--- src/rtl/sensor_packetizer_mc_if.sv ---
// Byte stream from the packetizer toward the UART/TX FIFO.
interface sensor_packetizer_mc_if;
    logic [7:0] tx_data;
    logic       tx_valid;
    logic       tx_ready;

    modport master (output tx_data, output tx_valid, input tx_ready);
    modport slave  (input tx_data, input tx_valid, output tx_ready);
endinterface

--- src/rtl/sensor_packetizer_mc.sv ---
// Multi-channel sensor packetizer: per-channel timestamped FIFOs, round-robin
// arbitration, framed byte packets with XOR checksum on a valid/ready stream.
module sensor_packetizer_mc #(
    parameter int unsigned       NUM_CH      = 3,
    parameter int unsigned       DATA_W      = 16,
    parameter int unsigned       TS_W        = 32,
    parameter int unsigned       FIFO_DEPTH  = 8,
    parameter logic [7:0]        HEADER_BYTE = 8'hA5,
    parameter logic [7:0]        BASE_ID     = 8'h01,
    parameter logic [NUM_CH-1:0] LOW_MASK    = '1
) (
    input  logic                     clk,
    input  logic                     rst_n,
    input  logic [NUM_CH-1:0]        ch_valid,
    input  logic [NUM_CH*DATA_W-1:0] ch_data,
    output logic [NUM_CH-1:0]        ch_ready,
    input  logic [1:0]               pwr_mode,
    sensor_packetizer_mc_if.master   tx,
    output logic                     busy,
    output logic [NUM_CH-1:0]        overflow,
    input  logic                     clear_overflow
);

    localparam int unsigned AW        = $clog2(FIFO_DEPTH);
    localparam int unsigned CW        = (NUM_CH > 1) ? $clog2(NUM_CH) : 1;
    localparam int unsigned EW        = DATA_W + TS_W;
    localparam logic [2:0]  TS_LAST   = 3'(TS_W / 8 - 1);
    localparam logic [2:0]  DATA_LAST = 3'(DATA_W / 8 - 1);
    localparam logic [15:0] PKT_LEN   = 16'(DATA_W / 8);

    typedef enum logic [1:0] {PWR_NORMAL, PWR_LOW, PWR_SLEEP, PWR_DEEP} power_mode_e;
    typedef enum logic [2:0] {S_IDLE, S_HDR, S_ID, S_LEN_H, S_LEN_L, S_TS, S_DATA, S_CSUM} state_e;

    power_mode_e              pmode;
    state_e                   state, state_nx;
    logic [TS_W-1:0]          ts;
    logic [NUM_CH-1:0]        allow, full, empty, push, pop;
    logic [NUM_CH-1:0][EW-1:0] head;
    logic [CW-1:0]            rr, gnt, cand;
    logic                     found, start, fire, seg_last;
    logic [DATA_W-1:0]        pkt_data;
    logic [TS_W-1:0]          pkt_ts;
    logic [7:0]               pkt_id, csum, tx_byte;
    logic [2:0]               idx;

    assign pmode = power_mode_e'(pwr_mode);

    always_comb begin
        case (pmode)
            PWR_NORMAL: allow = '1;
            PWR_LOW:    allow = LOW_MASK;
            default:    allow = '0;
        endcase
    end

    assign ch_ready = ~full & allow;
    assign push     = ch_valid & ch_ready;

    for (genvar g = 0; g < NUM_CH; g++) begin : g_ch
        logic [EW-1:0] mem [FIFO_DEPTH];
        logic [AW:0]   wr_ptr, rd_ptr;

        assign full[g]  = (wr_ptr[AW] != rd_ptr[AW]) && (wr_ptr[AW-1:0] == rd_ptr[AW-1:0]);
        assign empty[g] = (wr_ptr == rd_ptr);
        assign pop[g]   = start && (gnt == CW'(g));
        assign head[g]  = mem[rd_ptr[AW-1:0]];

        always_ff @(posedge clk or negedge rst_n) begin
            if (!rst_n) begin
                wr_ptr <= '0;
                rd_ptr <= '0;
            end else begin
                if (push[g]) wr_ptr <= wr_ptr + 1'b1;
                if (pop[g])  rd_ptr <= rd_ptr + 1'b1;
            end
        end

        always_ff @(posedge clk) begin
            if (push[g]) mem[wr_ptr[AW-1:0]] <= {ch_data[g*DATA_W +: DATA_W], ts};
        end
    end

    always_ff @(posedge clk or negedge rst_n) begin
        if (!rst_n) begin
            ts       <= '0;
            overflow <= '0;
        end else begin
            if (pmode != PWR_DEEP) ts <= ts + 1'b1;
            // a same-cycle set overrides the clear
            overflow <= (overflow & ~{NUM_CH{clear_overflow}}) | (ch_valid & allow & full);
        end
    end

    always_comb begin
        found = 1'b0;
        gnt   = '0;
        cand  = '0;
        for (int unsigned k = 1; k <= NUM_CH; k++) begin
            cand = CW'((32'(rr) + k) % NUM_CH);
            if (!found && !empty[cand]) begin
                found = 1'b1;
                gnt   = cand;
            end
        end
    end

    assign start    = (state == S_IDLE) && found && (pmode == PWR_NORMAL || pmode == PWR_LOW);
    assign fire     = tx.tx_valid && tx.tx_ready;
    assign seg_last = (state == S_TS && idx == TS_LAST) || (state == S_DATA && idx == DATA_LAST);

    always_ff @(posedge clk or negedge rst_n) begin
        if (!rst_n) state <= S_IDLE;
        else        state <= state_nx;
    end

    always_comb begin
        state_nx = state;
        case (state)
            S_IDLE:  if (start) state_nx = S_HDR;
            S_HDR:   if (fire)  state_nx = S_ID;
            S_ID:    if (fire)  state_nx = S_LEN_H;
            S_LEN_H: if (fire)  state_nx = S_LEN_L;
            S_LEN_L: if (fire)  state_nx = S_TS;
            S_TS:    if (fire && seg_last) state_nx = S_DATA;
            S_DATA:  if (fire && seg_last) state_nx = S_CSUM;
            S_CSUM:  if (fire)  state_nx = S_IDLE;
            default: state_nx = S_IDLE;
        endcase
    end

    // TS and DATA are shifted left per accepted byte, so the MSB byte is always on top
    always_comb begin
        tx_byte = 8'h00;
        case (state)
            S_HDR:   tx_byte = HEADER_BYTE;
            S_ID:    tx_byte = pkt_id;
            S_LEN_H: tx_byte = PKT_LEN[15:8];
            S_LEN_L: tx_byte = PKT_LEN[7:0];
            S_TS:    tx_byte = pkt_ts[TS_W-1 -: 8];
            S_DATA:  tx_byte = pkt_data[DATA_W-1 -: 8];
            S_CSUM:  tx_byte = csum;
            default: tx_byte = 8'h00;
        endcase
    end

    assign tx.tx_data  = tx_byte;
    assign tx.tx_valid = (state != S_IDLE);
    assign busy        = (state != S_IDLE);

    always_ff @(posedge clk or negedge rst_n) begin
        if (!rst_n) begin
            pkt_data <= '0;
            pkt_ts   <= '0;
            pkt_id   <= '0;
            csum     <= '0;
            idx      <= '0;
            rr       <= CW'(NUM_CH - 1);
        end else if (start) begin
            {pkt_data, pkt_ts} <= head[gnt];
            pkt_id <= BASE_ID + 8'(gnt);
            csum   <= '0;
            idx    <= '0;
            rr     <= gnt;
        end else if (fire) begin
            csum <= csum ^ tx_byte;
            if (state == S_TS)   pkt_ts   <= pkt_ts << 8;
            if (state == S_DATA) pkt_data <= pkt_data << 8;
            if (state == S_TS || state == S_DATA) idx <= seg_last ? 3'd0 : idx + 3'd1;
        end
    end

endmodule

--- src/flat_wrapper.sv ---
// flat-port wrapper written by rule: the top's interface ports become plain ports
module sensor_packetizer_mc_flat 
#(
    parameter int unsigned       NUM_CH      = 3,
    parameter int unsigned       DATA_W      = 16,
    parameter int unsigned       TS_W        = 32,
    parameter int unsigned       FIFO_DEPTH  = 8,
    parameter logic [7:0]        HEADER_BYTE = 8'hA5,
    parameter logic [7:0]        BASE_ID     = 8'h01,
    parameter logic [NUM_CH-1:0] LOW_MASK    = '1
)
  (clk, rst_n, ch_valid, ch_data, ch_ready, pwr_mode, busy, overflow, clear_overflow, tx_tx_data, tx_tx_valid, tx_tx_ready);
  sensor_packetizer_mc_if tx_i ();
  input  logic clk;
  input  logic rst_n;
  input  logic [NUM_CH-1:0] ch_valid;
  input  logic [NUM_CH*DATA_W-1:0] ch_data;
  output logic [NUM_CH-1:0] ch_ready;
  input  logic [1:0] pwr_mode;
  output logic busy;
  output logic [NUM_CH-1:0] overflow;
  input  logic clear_overflow;
  output wire logic [$bits(tx_i.tx_data)-1:0] tx_tx_data;
  output wire logic [$bits(tx_i.tx_valid)-1:0] tx_tx_valid;
  input wire logic [$bits(tx_i.tx_ready)-1:0] tx_tx_ready;
  assign tx_tx_data = tx_i.tx_data;
  assign tx_tx_valid = tx_i.tx_valid;
  assign tx_i.tx_ready = tx_tx_ready;
  sensor_packetizer_mc #(.NUM_CH(NUM_CH), .DATA_W(DATA_W), .TS_W(TS_W), .FIFO_DEPTH(FIFO_DEPTH), .HEADER_BYTE(HEADER_BYTE), .BASE_ID(BASE_ID), .LOW_MASK(LOW_MASK)) u_core (.clk(clk), .rst_n(rst_n), .ch_valid(ch_valid), .ch_data(ch_data), .ch_ready(ch_ready), .pwr_mode(pwr_mode), .tx(tx_i), .busy(busy), .overflow(overflow), .clear_overflow(clear_overflow));
endmodule
--- config.mk ---
export PLATFORM = sky130hd
export DESIGN_NAME = sensor_packetizer_mc_flat
export DESIGN_NICKNAME = d
export VERILOG_FILES = /design/src/rtl/sensor_packetizer_mc_if.sv /design/src/rtl/sensor_packetizer_mc.sv /design/src/flat_wrapper.sv
export SDC_FILE = /design/constraint.sdc
export NUM_CORES = 1
export LEC_CHECK = 0
export BUFFER_PORTS_ARGS = -buffer_cell sky130_fd_sc_hd__buf_2
export CAP_MARGIN = 20
export CORE_MARGIN = 5
export CORE_UTILIZATION = 50
export DETAILED_ROUTE_END_ITERATION = 8
export GPL_ROUTABILITY_DRIVEN = 1
export PLACE_DENSITY = 0.7
export SLEW_MARGIN = 20
export SYNTH_ARGS = -nofsm -noshare
export SYNTH_HDL_FRONTEND = slang
export SYNTH_SLANG_ARGS = --single-unit
--- constraint.sdc ---
create_clock -name clk -period 7.3 [get_ports clk]
set_clock_uncertainty 0.05 [all_clocks]
set_input_delay 1.095 -clock clk [delete_from_list [all_inputs] [get_ports clk]]
set_output_delay 1.095 -clock clk [all_outputs]
set_load 0.1 [all_outputs]
==> reports/summary.txt <==
status: finished clean
Residual DRC: 0
met1 usage: 29.2%
GR Layer Usage met2: 34.7%
fin worst setup slack: 2530 ps
EDFF count, synth: 1152
fmax: 0.210 GHz
buffers plus inverters on the worst setup path: 1
clock period minus worst slack: 4770 ps
Slowest-stage cell, CP: dfrtp_1
Synth Warn #: 0
Hold Violations, Final: 0
Yosys top cell area share: 68.7%
RSZ-0062 raised after global routing: no
FF-to-FF path depth: 8
Distinct cells, synth: 50
share of cells above drive strength 1: 25.1%
Worst-path clk slew: 60 ps
DIE AREA: 107000 um^2
LEAKAGE: 18.3 nW
Reg-to-Reg End: u_core.pkt_ts[26]
Worst Tran Pin Value: 1150 ps
global route overflow: 0
routed length per instance: 28.3 um
chip height: 327 um
largest net degree at the start of global routing: 104
cts bufs inserted: 130
initial antenna violation count: 4
vias in the first global route: 24700
core area: 100000 um^2
final period utilization: 65.3%
critical-path maximum fanout: 19
Total Wirelength: 113000 um
flops & latches, synth: 1278
synthesized area per cell: 20.4 um^2
CP Capture Point: tx_tx_data[0]
GP Congestion: 0.933
hold_buf cts: 0
count leader, synth: edfxtp_1
cts repair resizes: 0
WP data arrival: 3620 ps
DR vias/cell: 6.12
insertion delay to the later sink of the worst-skew pair: 740 ps
io pins: 73
met3 Use GR: 3.96%
Critical Path Max Stage Delay: 830 ps
Slew Limit Fails: 0
CTS tree: built
Clock Tree Root: clkbuf_16
Final HPWL DP: 64400 um
cell taking the most area after synthesis: edfxtp_1
H-Tree Depth: 4
setup TNS: 0 ps
cell count after synthesis: 2475
Setup Crit Path Kind: flip-flop to primary output
worst path required time: 6150 ps
Iter 0 DRT Violations: 2768
WP depth: 4
max-cap violation count: 0
Reg2Reg Setup Slack: 2720 ps
antenna-violating nets left: 0
fraction of registers with async set/reset: 9.86%
power per standard cell area: 391 nW/um^2
slew margin rel.: 23.4%
Net Count, Synth: 2548
peak supply drop: 446 uV
Chip Width: 327 um
gr busiest metal: met2
Post-synth top cells: edfxtp_1, mux4_2, mux2i_1, nor2_1, dfrtp_1
CP startpoint: u_core.state[0]
Synth area leaders: edfxtp_1, mux4_2, dfrtp_1, mux2i_1, nor2_1
clock sink count: 1278
class of the worst hold path: input pin to async pin
Starting Density: 50.4%
area delta synth->final: 12.5%
crit path capture type: primary output
CP cell instances: nor2b_1 -> a21oi_1 -> o221ai_1 -> buf_2
# diodes: 0
final setup violation count: 0
first-pass GRT wire length: 166000 um
Startpoint Class: flip-flop
Post-synth top flop: edfxtp_1
pre-CTS setup slack: 2780 ps
mapped cell area: 50400 um^2
aggregate global-route resource usage: 21.1%
worst r2r src: u_core.g_ch[0].rd_ptr[1]
NumNets Final: 2661
IO Port Bufs: 72
Clock Tree Buf Depth: 3
vias: 24400
DRT Pass-1 Iters: 5
setup bufs post-CTS: 0
post-synthesis sequential area ratio: 74.9%
Top delay family on crit path: flip-flops
Placement Rows: 116
==> area by class of cell <==
class	count	area, um^2
Clock buffer	169	3460
Fill cell	7117	43300
Inverter	13	50.0
Tap cell	1298	1620
Multi-Input combinational cell	1046	12200
Clock inverter	71	887
Timing Repair Buffer	119	719
Sequential cell	1278	37800
==> metal layers <==
layer	routed length (um)	share of wire, %	vias up
li1	-	-	10400
met1	45200	40	13000
met2	56700	50	968
met3	7900	7.0	154
met4	3190	2.8	2
met5	17	0.015	-
==> where the power goes <==
part           internal (mW)  switching, mW
combinational           2.46           3.35
clock                   3.90           2.78
sequential              8.82          0.844
==> cell usage in the layout (no fill, tap or decap), types with 6 or more instances in the layout <==
cell type,n
or3_1,35
nor2_1,124
nor4_1,7
edfxtp_1,1152
clkbuf_16,132
ha_1,16
nand4_1,58
o211ai_1,51
o21ai_0,13
xor2_1,28
mux4_2,288
clkinv_1,17
nand3_1,37
and3_1,7
buf_2,71
nor2_4,7
nor3_2,8
dfrtp_4,8
clkinv_8,6
nor3b_2,9
clkbuf_1,35
a21oi_1,6
nand2_1,48
bufinv_16,14
buf_4,47
clkinv_2,21
mux2i_1,133
mux2_2,38
mux2_1,36
xnor2_1,44
dfrtp_1,116
inv_1,12
==> worst min-delay path by stage <==
stage | endpoint | slack [ps]
6_report | u_core.ts[17] | 350
5_1_grt | u_core.ts[28] | 380
4_1_cts | u_core.ts[17] | 340
3_5_place_dp | u_core.pkt_id[1] | 430
3_3_place_gp | u_core.pkt_id[1] | 430
2_1_floorplan | u_core.pkt_id[1] | 390
==> through the flow <==
stage	power (mW)	instances	util [%]	instance area, um^2	hold WS, ps
after global routing	23.0	3994	56.7	56700	382
after floorplan	13.8	2475	-	50400	395
final	22.2	3994	56.7	56700	346
after global placement	15.5	3754	52.3	52300	432
after detailed placement	15.7	3754	52.3	52300	425
after CTS	22.3	3994	56.7	56700	337
==> logic make-up (layout without fill, tap and decap cells) <==
group | after synthesis | after routing | share of synthesized area, %
adder cells (fa/ha/maj) | 17 | 17 | 0.417
AO/OA/AOI/OAI | 88 | 88 | 1.30
XOR/XNOR | 72 | 72 | 1.25
multiplexers | 495 | 495 | 17.2
AND/OR/NAND/NOR | 374 | 374 | 3.71
buffers and inverters | 151 | 372 | 1.24
flip-flops | 1278 | 1278 | 74.9
==> sequential cells by signal (all words and copies together), names as in the netlist <==
signal              flops
u_core.g_ch.wr_ptr     12
u_core.pkt_ts          32
u_core.ts              32
u_core.rr               2
u_core.g_ch.rd_ptr     12
u_core.idx              3
u_core.overflow         3
u_core.pkt_data        16
u_core.pkt_id           3
u_core.csum             8
u_core.state            3
u_core.g_ch.mem      1152
No activity file was read; power rests on OpenSTA's default activity.
